--- src/rtl/brc_arb_pkg.sv ---
// Shared types for the two-requester comparator arbiter: request/response payloads and default tag width.
package brc_arb_pkg;

    localparam int BRC_TAG_W = 4;

    typedef struct packed {
        logic [31:0]          a;
        logic [31:0]          b;
        logic                 is_signed;
        logic [BRC_TAG_W-1:0] tag;
    } cmp_req_t;

    typedef struct packed {
        logic                 less;
        logic                 equal;
        logic [BRC_TAG_W-1:0] tag;
    } cmp_rsp_t;

endpackage

--- src/rtl/brc_arbiter_brc.sv ---
// Branch-style 32-bit comparator, purely combinational (latency 0, no flow control).
// i_br_un selects signed compare when 1.
module brc_arbiter_brc (
    input  logic [31:0] i_br_a,
    input  logic [31:0] i_br_b,
    input  logic        i_br_un,
    output logic        o_br_lt,
    output logic        o_br_eq
);

    assign o_br_lt = i_br_un ? ($signed(i_br_a) < $signed(i_br_b)) : (i_br_a < i_br_b);
    assign o_br_eq = (i_br_a == i_br_b);

endmodule

--- src/rtl/brc_arbiter.sv ---
// Shares one comparator between two requesters; result registered per requester (latency 1), a stalled slot only blocks its own requester.
// BRC_ARB_FIXED_PRIO_EN: requester 0 always wins contention instead of round-robin.
module brc_arbiter
    import brc_arb_pkg::*;
#(
    parameter int TAG_W = BRC_TAG_W
) (
    input  logic             i_clk,
    input  logic             i_rst,
    input  logic             i_req0_valid,
    output logic             o_req0_ready,
    input  logic [31:0]      i_req0_a,
    input  logic [31:0]      i_req0_b,
    input  logic             i_req0_signed,
    input  logic [TAG_W-1:0] i_req0_tag,
    input  logic             i_req1_valid,
    output logic             o_req1_ready,
    input  logic [31:0]      i_req1_a,
    input  logic [31:0]      i_req1_b,
    input  logic             i_req1_signed,
    input  logic [TAG_W-1:0] i_req1_tag,
    output logic             o_rsp0_valid,
    input  logic             i_rsp0_ready,
    output logic             o_rsp0_less,
    output logic             o_rsp0_equal,
    output logic [TAG_W-1:0] o_rsp0_tag,
    output logic             o_rsp1_valid,
    input  logic             i_rsp1_ready,
    output logic             o_rsp1_less,
    output logic             o_rsp1_equal,
    output logic [TAG_W-1:0] o_rsp1_tag
);

    logic     elig0, elig1;
    logic     gnt0, gnt1;
    logic     rsp0_vld_q, rsp0_vld_d, rsp1_vld_q, rsp1_vld_d;
    cmp_rsp_t rsp0_q, rsp0_d, rsp1_q, rsp1_d;
    cmp_req_t req0_s, req1_s, sel_s;
    cmp_rsp_t new_rsp;
    logic     cmp_lt, cmp_eq;

    // A slot can be refilled on the same cycle its current result drains.
    assign elig0 = ~i_rst & i_req0_valid & (~rsp0_vld_q | i_rsp0_ready);
    assign elig1 = ~i_rst & i_req1_valid & (~rsp1_vld_q | i_rsp1_ready);

`ifdef BRC_ARB_FIXED_PRIO_EN
    assign gnt0 = elig0;
    assign gnt1 = elig1 & ~elig0;
`else
    logic last_q, last_d;

    // last_q holds the index of the most recent grant; the other side wins a tie.
    assign gnt0   = elig0 & (~elig1 | last_q);
    assign gnt1   = elig1 & ~gnt0;
    assign last_d = (gnt0 | gnt1) ? gnt1 : last_q;

    always_ff @(posedge i_clk or posedge i_rst) begin
        if (i_rst) begin
            last_q <= 1'b1;
        end else begin
            last_q <= last_d;
        end
    end
`endif

    assign o_req0_ready = gnt0;
    assign o_req1_ready = gnt1;

    assign req0_s = '{a: i_req0_a, b: i_req0_b, is_signed: i_req0_signed,
                      tag: BRC_TAG_W'(i_req0_tag)};
    assign req1_s = '{a: i_req1_a, b: i_req1_b, is_signed: i_req1_signed,
                      tag: BRC_TAG_W'(i_req1_tag)};
    assign sel_s  = gnt1 ? req1_s : req0_s;

    brc_arbiter_brc u_brc (
        .i_br_a  (sel_s.a),
        .i_br_b  (sel_s.b),
        .i_br_un (sel_s.is_signed),
        .o_br_lt (cmp_lt),
        .o_br_eq (cmp_eq)
    );

    assign new_rsp = '{less: cmp_lt, equal: cmp_eq, tag: sel_s.tag};

    always_comb begin
        rsp0_vld_d = rsp0_vld_q;
        rsp0_d     = rsp0_q;
        rsp1_vld_d = rsp1_vld_q;
        rsp1_d     = rsp1_q;
        if (gnt0) begin
            rsp0_vld_d = 1'b1;
            rsp0_d     = new_rsp;
        end else if (i_rsp0_ready) begin
            rsp0_vld_d = 1'b0;
        end
        if (gnt1) begin
            rsp1_vld_d = 1'b1;
            rsp1_d     = new_rsp;
        end else if (i_rsp1_ready) begin
            rsp1_vld_d = 1'b0;
        end
    end

    always_ff @(posedge i_clk or posedge i_rst) begin
        if (i_rst) begin
            rsp0_vld_q <= 1'b0;
            rsp0_q     <= '0;
            rsp1_vld_q <= 1'b0;
            rsp1_q     <= '0;
        end else begin
            rsp0_vld_q <= rsp0_vld_d;
            rsp0_q     <= rsp0_d;
            rsp1_vld_q <= rsp1_vld_d;
            rsp1_q     <= rsp1_d;
        end
    end

    assign o_rsp0_valid = rsp0_vld_q;
    assign o_rsp0_less  = rsp0_q.less;
    assign o_rsp0_equal = rsp0_q.equal;
    assign o_rsp0_tag   = TAG_W'(rsp0_q.tag);
    assign o_rsp1_valid = rsp1_vld_q;
    assign o_rsp1_less  = rsp1_q.less;
    assign o_rsp1_equal = rsp1_q.equal;
    assign o_rsp1_tag   = TAG_W'(rsp1_q.tag);

endmodule

--- config.mk ---
export PLATFORM = sky130hd
export DESIGN_NAME = brc_arbiter
export DESIGN_NICKNAME = d
export VERILOG_FILES = /design/src/rtl/brc_arb_pkg.sv /design/src/rtl/brc_arbiter_brc.sv /design/src/rtl/brc_arbiter.sv
export SDC_FILE = /design/constraint.sdc
export NUM_CORES = 1
export LEC_CHECK = 0
export BUFFER_PORTS_ARGS = -buffer_cell sky130_fd_sc_hd__buf_2
export CAP_MARGIN = 0
export CELL_PAD_IN_SITES_DETAIL_PLACEMENT = 1
export CELL_PAD_IN_SITES_GLOBAL_PLACEMENT = 1
export CORE_MARGIN = 4
export CORE_UTILIZATION = 26
export DETAILED_ROUTE_END_ITERATION = 7
export PLACE_DENSITY_LB_ADDON = 0.1
export SYNTH_ARGS = -nofsm -noshare
export SYNTH_HDL_FRONTEND = slang
export SYNTH_SLANG_ARGS = --single-unit
--- constraint.sdc ---
create_clock -name i_clk -period 4.55 [get_ports i_clk]
set_input_delay 0.455 -clock i_clk [delete_from_list [all_inputs] [get_ports i_clk]]
set_output_delay 0.455 -clock i_clk [all_outputs]
set_load 0.05 [all_outputs]
==> impl_table.tex, run 1 <==
\begin{tabular}{lr}
\hline
Metric & Value \\
\hline
\multicolumn{2}{l}{\textbf{Status}} \\
Run status & finished, final reports clean \\
\multicolumn{2}{l}{\textbf{Die}} \\
Floorplan Core Area & $\sim$0.0074 sq mm \\
Number of standard-cell rows in the floorplan & 31 \\
Top-level port count & 160 \\
Die Area & 0.00928 sq mm \\
Starting Density & a little over a quarter \\
Die Span X & a little under 100 um \\
Vertical die dimension & 96.4 um \\
\multicolumn{2}{l}{\textbf{GRT}} \\
Met2 Track Usage GR & 28.5\% \\
Met3 Resource Use GR & roughly 1.9\% \\
Grt met1 use & roughly 18\% \\
Vias in the first global route & $\sim$2.6k \\
Wire length of the first global-routing pass & 11,300 um \\
Maximum number of pins on one net before global-route repair & between 40 and 50 \\
Grt ovf & 0 \\
Peak-usage layer in the global routing report & met2 \\
GRT Util Overall & about 15\% \\
Number of antenna violations at the first check in global routing & 0 \\
\multicolumn{2}{l}{\textbf{STA}} \\
Tightest slew margin relative to the limit & between 50 and 60\% \\
Upper clock frequency limit & 286 MHz \\
Unrepaired setup endpoints after global routing & no \\
Hold Violations, Final & 0 \\
Final Slew Violations & 0 \\
Setup clock skew after layout & around 2.7 ps \\
Final setup violation count & 0 \\
Final worst-path cycle share & 76.7\% \\
Worst-case hold slack & 296 ps \\
Minimum clock period & between 3000 and 4000 ps \\
Setup TNS Final & 0 ps \\
Tightest Pin Transition & roughly 650 ps \\
\multicolumn{2}{l}{\textbf{CTS}} \\
Count of buffers added by post-CTS timing repair for setup & 0 \\
Clock tree sinks & 15 \\
Clock buffer count from CTS & 3 \\
Maximum clock insertion buffer count & 2 \\
TritonCTS clock tree & yes \\
Hold buffer count at CTS & 0 \\
Clock transition at the registers of the reported paths & approximately 60 ps \\
Number of gates given a new drive strength after cts & 0 \\
Clk Latency, worst-skew pair & 250 ps \\
Root Driver & sky130\_fd\_sc\_hd\_\_clkbuf\_8 \\
H-tree levels & 1 \\
\multicolumn{2}{l}{\textbf{Final layout}} \\
Nets & around 620 \\
Antenna diode count & 0 \\
Area of combinational cells with multiple inputs & 0.00159 sq mm \\
Layout overhead on the synthesized area & 46.5\% \\
Filler instances & $\sim$1,000 \\
Non-filler instance count after layout & between 500 and 600 \\
Share of final-layout standard cells stronger than drive strength 1 & between 30\% and 40\% \\
Sequential cell area in the final layout & 377 sq um \\
\multicolumn{2}{l}{\textbf{Setup path}} \\
Worst path buffer plus inverter count & 1 \\
Highest net fanout along the worst path & between 40 and 50 \\
Startpoint type of the worst setup path & register \\
Nature of the critical path endpoint & register \\
Peak per-stage delay on the critical path & between 400 and 500 ps \\
Data arrival time of the critical path & 3680 ps \\
Cell seen most often among critical-path stages & sky130\_fd\_sc\_hd\_\_nand2\_1 \\
Cell chain of the critical path & nand2b\_1 > nand2\_1 > a311o\_2 > buf\_4 > nand2\_1 > nand2\_1 > ha\_1 > a21o\_1 > a221o\_1 > a22o\_1 > or4\_4 > or4\_1 > nand2\_1 \\
Top delay family on crit path & simple AND/OR/NAND/NOR gates \\
Worst path slowest cell & sky130\_fd\_sc\_hd\_\_or4\_4 \\
Worst setup path class & reg -> reg \\
Data required time at the worst endpoint & 4740 ps \\
\multicolumn{2}{l}{\textbf{Synthesis}} \\
Cell types with the highest counts after synthesis & sky130\_fd\_sc\_hd\_\_nand2\_1, sky130\_fd\_sc\_hd\_\_ha\_1, sky130\_fd\_sc\_hd\_\_mux2i\_1 \\
Share of synthesized area occupied by flip-flops and latches & between 10\% and 20\% \\
Main combinational cell family by area after synthesis & simple AND/OR/NAND/NOR gates \\
Cell count after synthesis & about 280 \\
Unique masters post-synth & 37 \\
Cell types with the largest area share after synthesis & sky130\_fd\_sc\_hd\_\_nand2\_1, sky130\_fd\_sc\_hd\_\_ha\_1, sky130\_fd\_sc\_hd\_\_dfrtp\_1, sky130\_fd\_sc\_hd\_\_mux2i\_1, sky130\_fd\_sc\_hd\_\_a21oi\_1 \\
Netlist Area Pre-Place & between 0.002 and 0.0025 sq mm \\
Cell taking the most area after synthesis & sky130\_fd\_sc\_hd\_\_nand2\_1 \\
Synth Flop Type & sky130\_fd\_sc\_hd\_\_dfrtp\_1 \\
Post-synth top area share & around 24\% \\
Fraction of synthesized area in multiplexers & 16.3\% \\
Number of nets produced by synthesis & 459 \\
Most frequent cell after synthesis & sky130\_fd\_sc\_hd\_\_nand2\_1 \\
Post-synthesis simple-gate area fraction & a little under a third \\
Number of storage elements in the synthesis netlist & 15 \\
Post-synthesis compound-gate area fraction & a little over a tenth \\
Parity-gate share of the synthesized area counting xor and xnor cells & 0\% \\
Mean area per synthesized cell & roughly 7.2 sq um \\
Fraction of the mapped netlist area in adder cells & 19.7\% \\
Number of flops mapped to enable cells by yosys & 0 \\
Ys async rst share & 100\% \\
Number of warnings printed during yosys synthesis & 0 \\
\multicolumn{2}{l}{\textbf{Power and ir drop}} \\
Max VDD drop & roughly 0.077 mV \\
Total design power & between 0.0007 and 0.0008 W \\
Total leakage power & 1.91 nW \\
Power Density & about 240 mW/mm\^{}2 \\
\multicolumn{2}{l}{\textbf{Route}} \\
Antenna Violating Nets Remaining & 0 \\
Post-route DRC & 0 \\
TritonRoute pass-1 iters & 4 \\
Routed wire length & approximately 7300 um \\
Total via count in the routed design & approximately 2.5k \\
Average wire per cell in the routed design & between 10 and 15 um \\
Detailed Route Iter0 Violations & 39 \\
Detail-routed via count per cell & 4.65 \\
\multicolumn{2}{l}{\textbf{Placement}} \\
IO buf count & 159 \\
Final weighted congestion in routability-driven placement & roughly 0.80 \\
Post-detail-place hpwl & 6440 um \\
Inst Count DP & between 500 and 600 \\
\multicolumn{2}{l}{\textbf{Min path}} \\
Class of the tightest hold or removal check & in -> async \\
\multicolumn{2}{l}{\textbf{Run}} \\
Number of maximum-capacitance constraint violations & 0 \\
\hline
\end{tabular}
stage by stage:
step / setup slack, ps / utilization (%) / instance area (sq um)
CTS: 1030 / 40.1 / 2970
global placement: 914 / 39.5 / 2930
floorplan: 646 / - / 2030
global route: 753 / 40.1 / 2970
finish: 1060 / 40.1 / 2970
detailed placement: 847 / 39.5 / 2930
area by class of cell:
type                       count  share of cell area, %
multi-input combinational    253                   53.6
timing repair buffer         162                   27.5
sequential                    15                   12.7
tap                           99                   4.16
clock buffer                   3                   1.39
inverter                       4                  0.505
clock inverter                 1                  0.168
worst register-to-register path: stages (launching register included):
cell and delay, ps:
sky130_fd_sc_hd__dfrtp_1 380, sky130_fd_sc_hd__nand2b_1 110, sky130_fd_sc_hd__nand2_1 90, sky130_fd_sc_hd__a311o_2 400, sky130_fd_sc_hd__buf_4 310, sky130_fd_sc_hd__nand2_1 140, sky130_fd_sc_hd__nand2_1 60, sky130_fd_sc_hd__ha_1 300
sky130_fd_sc_hd__a21o_1 180, sky130_fd_sc_hd__a221o_1 320, sky130_fd_sc_hd__a22o_1 230, sky130_fd_sc_hd__or4_4 440, sky130_fd_sc_hd__or4_1 410, sky130_fd_sc_hd__nand2_1 70
final timing paths:
kind | startpoint | endpoint | slack (ps) | cells past startpoint
max | o_rsp1_valid | o_rsp1_less | 1060 | 13
min | i_rst | o_rsp0_equal | 300 | 2
max reg2reg | o_rsp1_valid | o_rsp1_less | 1060 | 13
min reg2reg | o_rsp1_tag[3] | o_rsp1_tag[3] | 470 | 2
max in group asynchronous | i_rst | o_rsp1_tag[3] | 3840 | 2
min in group i_clk | i_req1_tag[3] | o_rsp1_tag[3] | 390 | 3
cells in the final DEF (no fill, tap or decap), types with 3 or more instances in the layout:
| cell type | count |
|---|---|
| sky130_fd_sc_hd__a21o_1 | 3 |
| sky130_fd_sc_hd__a21oi_1 | 11 |
| sky130_fd_sc_hd__buf_2 | 159 |
| sky130_fd_sc_hd__buf_4 | 3 |
| sky130_fd_sc_hd__clkbuf_8 | 3 |
| sky130_fd_sc_hd__dfrtp_1 | 14 |
| sky130_fd_sc_hd__ha_1 | 32 |
| sky130_fd_sc_hd__inv_1 | 3 |
| sky130_fd_sc_hd__mux2i_1 | 32 |
| sky130_fd_sc_hd__nand2_1 | 130 |
| sky130_fd_sc_hd__nand2b_1 | 4 |
| sky130_fd_sc_hd__nand3_1 | 4 |
| sky130_fd_sc_hd__nand4_1 | 6 |
| sky130_fd_sc_hd__o21ai_0 | 4 |
registers in the layout, summed over array words and instances, names as in the netlist:
name and count:
o_rsp1_tag 4, o_rsp0_valid 1, o_rsp1_less 1, o_rsp0_tag 4
o_rsp1_equal 1, o_rsp1_valid 1, o_rsp0_less 1, o_rsp0_equal 1
last_q 1
power by group:
| group | internal [W] | switching (W) |
|---|---|---|
| sequential | 0.000164 | 0.0000149 |
| combinational | 0.000164 | 0.000266 |
| clock | 0.0000606 | 0.0000482 |
kinds of logic (layout without fill, tap and decap cells):
group           after synthesis  after routing
fa+ha+maj                    32             32
buf+inv                      15            170
compound gates               32             32
flops                        15             15
simple gates                156            156
mux                          33             33
per-layer routing:
layer,share of wire (%),up-vias,wire (um)
li1,-,1289,-
met1,40,1109,2940
met2,51,89,3770
met3,6.9,8,508
met4,1.4,0,106
met5,0,-,0
Power figures use the tool's default switching activity.
==> run 2: changes to the inputs <==
- CORE_UTILIZATION: 26 -> 23
- clock period: 4.55 -> 2.99 ns (I/O delays scaled with it)
==> impl_table.tex, run 2 (synthesized netlist as in run 1, its figures left out) <==
\begin{tabular}{lr}
\hline
Metric & Value \\
\hline
\multicolumn{2}{l}{\textbf{CTS}} \\
TritonCTS clock tree & yes \\
Clock tree sinks & 15 \\
Maximum clock insertion buffer count & 2 \\
Clock buffer count from CTS & 3 \\
H-tree levels & 1 \\
Clock transition at the registers of the reported paths & about 60 ps \\
Root Driver & sky130\_fd\_sc\_hd\_\_clkbuf\_8 \\
Clk Latency, worst-skew pair & 240 ps \\
\multicolumn{2}{l}{\textbf{Placement}} \\
Inst Count DP & 567 \\
Setup slack after placement & -404 ps \\
Post-detail-place hpwl & between 6000 and 7000 um \\
Final weighted congestion in routability-driven placement & slightly above 0.7 \\
IO buf count & around 160 \\
\multicolumn{2}{l}{\textbf{STA}} \\
Final setup violation count & 2 \\
Setup clock skew after layout & about 2.6 ps \\
Setup ws final & -316 ps \\
Final worst-path cycle share & 111\% \\
Final Slew Violations & 0 \\
Upper clock frequency limit & between 300 and 400 MHz \\
Unrepaired setup endpoints after global routing & yes \\
Hold Violations, Final & 0 \\
Setup TNS Final & -592 ps \\
Tightest Pin Transition & roughly 490 ps \\
Minimum clock period & around 3300 ps \\
Tightest slew margin relative to the limit & 66.9\% \\
\multicolumn{2}{l}{\textbf{Power and ir drop}} \\
Total design power & about 0.0012 W \\
Power Density & about 360 mW/mm\^{}2 \\
Total leakage power & approximately 2.1 nW \\
Max VDD drop & 0.139 mV \\
\multicolumn{2}{l}{\textbf{Setup path}} \\
Destination of the worst register-to-register timing path & o\_rsp1\_less \\
Worst setup path class & reg -> reg \\
Highest net fanout along the worst path & 4 \\
Minimum setup slack among reg-to-reg paths & -320 ps \\
Startpoint type of the worst setup path & register \\
Reg2Reg Depth & 14 \\
Data arrival time of the critical path & between 3000 and 4000 ps \\
Data required time at the worst endpoint & between 3000 and 4000 ps \\
Nature of the critical path endpoint & register \\
R2R Path Start & o\_rsp1\_valid \\
\multicolumn{2}{l}{\textbf{Final layout}} \\
Share of final-layout standard cells stronger than drive strength 1 & a little under half \\
Antenna diode count & 0 \\
Non-filler instance count after layout & 575 \\
Most common cell after layout, fill and taps aside & sky130\_fd\_sc\_hd\_\_buf\_2 \\
Most used cells in the layout excluding fill and tap cells & sky130\_fd\_sc\_hd\_\_buf\_2, sky130\_fd\_sc\_hd\_\_nand2\_1, sky130\_fd\_sc\_hd\_\_ha\_1 \\
Filler instances & 1,133 \\
Layout overhead on the synthesized area & 64.4\% \\
Share of the core filled with cells & between 30\% and 40\% \\
Nets & 644 \\
\multicolumn{2}{l}{\textbf{Die}} \\
Die Span X & about 100 um \\
Starting Density & a little under a quarter \\
Floorplan Core Area & about 0.0086 sq mm \\
Number of standard-cell rows in the floorplan & 34 \\
Vertical die dimension & just over 100 um \\
Die Area & roughly 0.010 sq mm \\
Top-level port count & between 150 and 200 \\
\multicolumn{2}{l}{\textbf{GRT}} \\
GRT Util Overall & 13.7\% \\
Wire length of the first global-routing pass & roughly 12,000 um \\
Vias in the first global route & about 2.6k \\
Maximum number of pins on one net before global-route repair & 23 \\
Number of antenna violations at the first check in global routing & 0 \\
Grt ovf & 0 \\
\multicolumn{2}{l}{\textbf{Route}} \\
Post-route DRC & 0 \\
Detail-routed via count per cell & 4.51 \\
Detailed Route Iter0 Violations & 32 \\
Routed wire length & $\sim$7700 um \\
Total via count in the routed design & roughly 2.6k \\
Average wire per cell in the routed design & 13.3 um \\
TritonRoute pass-1 iters & 4 \\
Antenna Violating Nets Remaining & 0 \\
\multicolumn{2}{l}{\textbf{Min path}} \\
Class of the tightest hold or removal check & in -> async \\
\multicolumn{2}{l}{\textbf{Status}} \\
Violated checks & setup timing \\
Run status & complete, but fails checks \\
\multicolumn{2}{l}{\textbf{Run}} \\
Number of maximum-capacitance constraint violations & 0 \\
\hline
\end{tabular}
[run 2: layout make-up]
type | instances | area, sq um | share of cell area (%)
multi-input cells | 253 | 1670 | 50.1
flip-flops and latches | 15 | 379 | 11.4
inverters | 4 | 20.0 | 0.600
clock buffers | 4 | 45.0 | 1.35
repair buffers | 191 | 1080 | 32.5
well taps | 108 | 135 | 4.05
[run 2: per-layer routing]
layer	part of all wire (%)	global-route usage [%]
met3	7.6	2.46
met4	0.12	1.61
met2	49	24.9
met1	43	17.3
met5	0	0
[run 2: critical path, stage by stage (launching register included)]
cell and delay (ps):
sky130_fd_sc_hd__dfrtp_2 420, sky130_fd_sc_hd__nand2b_4 80, sky130_fd_sc_hd__nand2_4 50, sky130_fd_sc_hd__a311o_2 370, sky130_fd_sc_hd__buf_12 150, sky130_fd_sc_hd__buf_6 120, sky130_fd_sc_hd__buf_4 130, sky130_fd_sc_hd__mux2i_1 110
sky130_fd_sc_hd__ha_1 190, sky130_fd_sc_hd__a21o_1 150, sky130_fd_sc_hd__a221o_1 340, sky130_fd_sc_hd__a22o_1 240, sky130_fd_sc_hd__or4_4 440, sky130_fd_sc_hd__or4_1 400, sky130_fd_sc_hd__nand2_1 70
[run 2: how the worst max path moves through the flow]
stage	slack (ps)	to	start	cells after the start
2_1_floorplan	-370	o_rsp1_less	o_rsp1_valid	13
3_3_place_gp	-380	o_rsp1_less	i_rsp0_ready	13
3_5_place_dp	-400	o_rsp1_less	i_rsp0_ready	13
4_1_cts	-310	o_rsp1_less	o_rsp1_valid	12
5_1_grt	-450	o_rsp1_less	o_rsp1_valid	13
6_report	-320	o_rsp1_less	o_rsp1_valid	14
[run 2: repair_timing]
item / 4_1_cts / 5_1_grt
hold endpoints to repair: 0 / 0
buffers inserted: 0 / 4
hold buffers: 0 / 0
setup endpoints to repair: 4 / 4
pin swaps: 2 / 7
gates resized for setup: 3 / 21
[run 2: power by group]
part           total [W]  switching [W]  internal, W
Sequential      0.000272      0.0000222     0.000250
Clock           0.000164      0.0000693    0.0000942
Combinational   0.000753       0.000431     0.000321
Total            0.00119       0.000523     0.000666
[run 2: per-stage QoR]
step,area [sq um],hold WS [ps]
floorplan,2070,213
global placement,3160,349
detailed placement,3160,355
CTS,3220,90.0
global route,3340,107
finish,3340,86.2
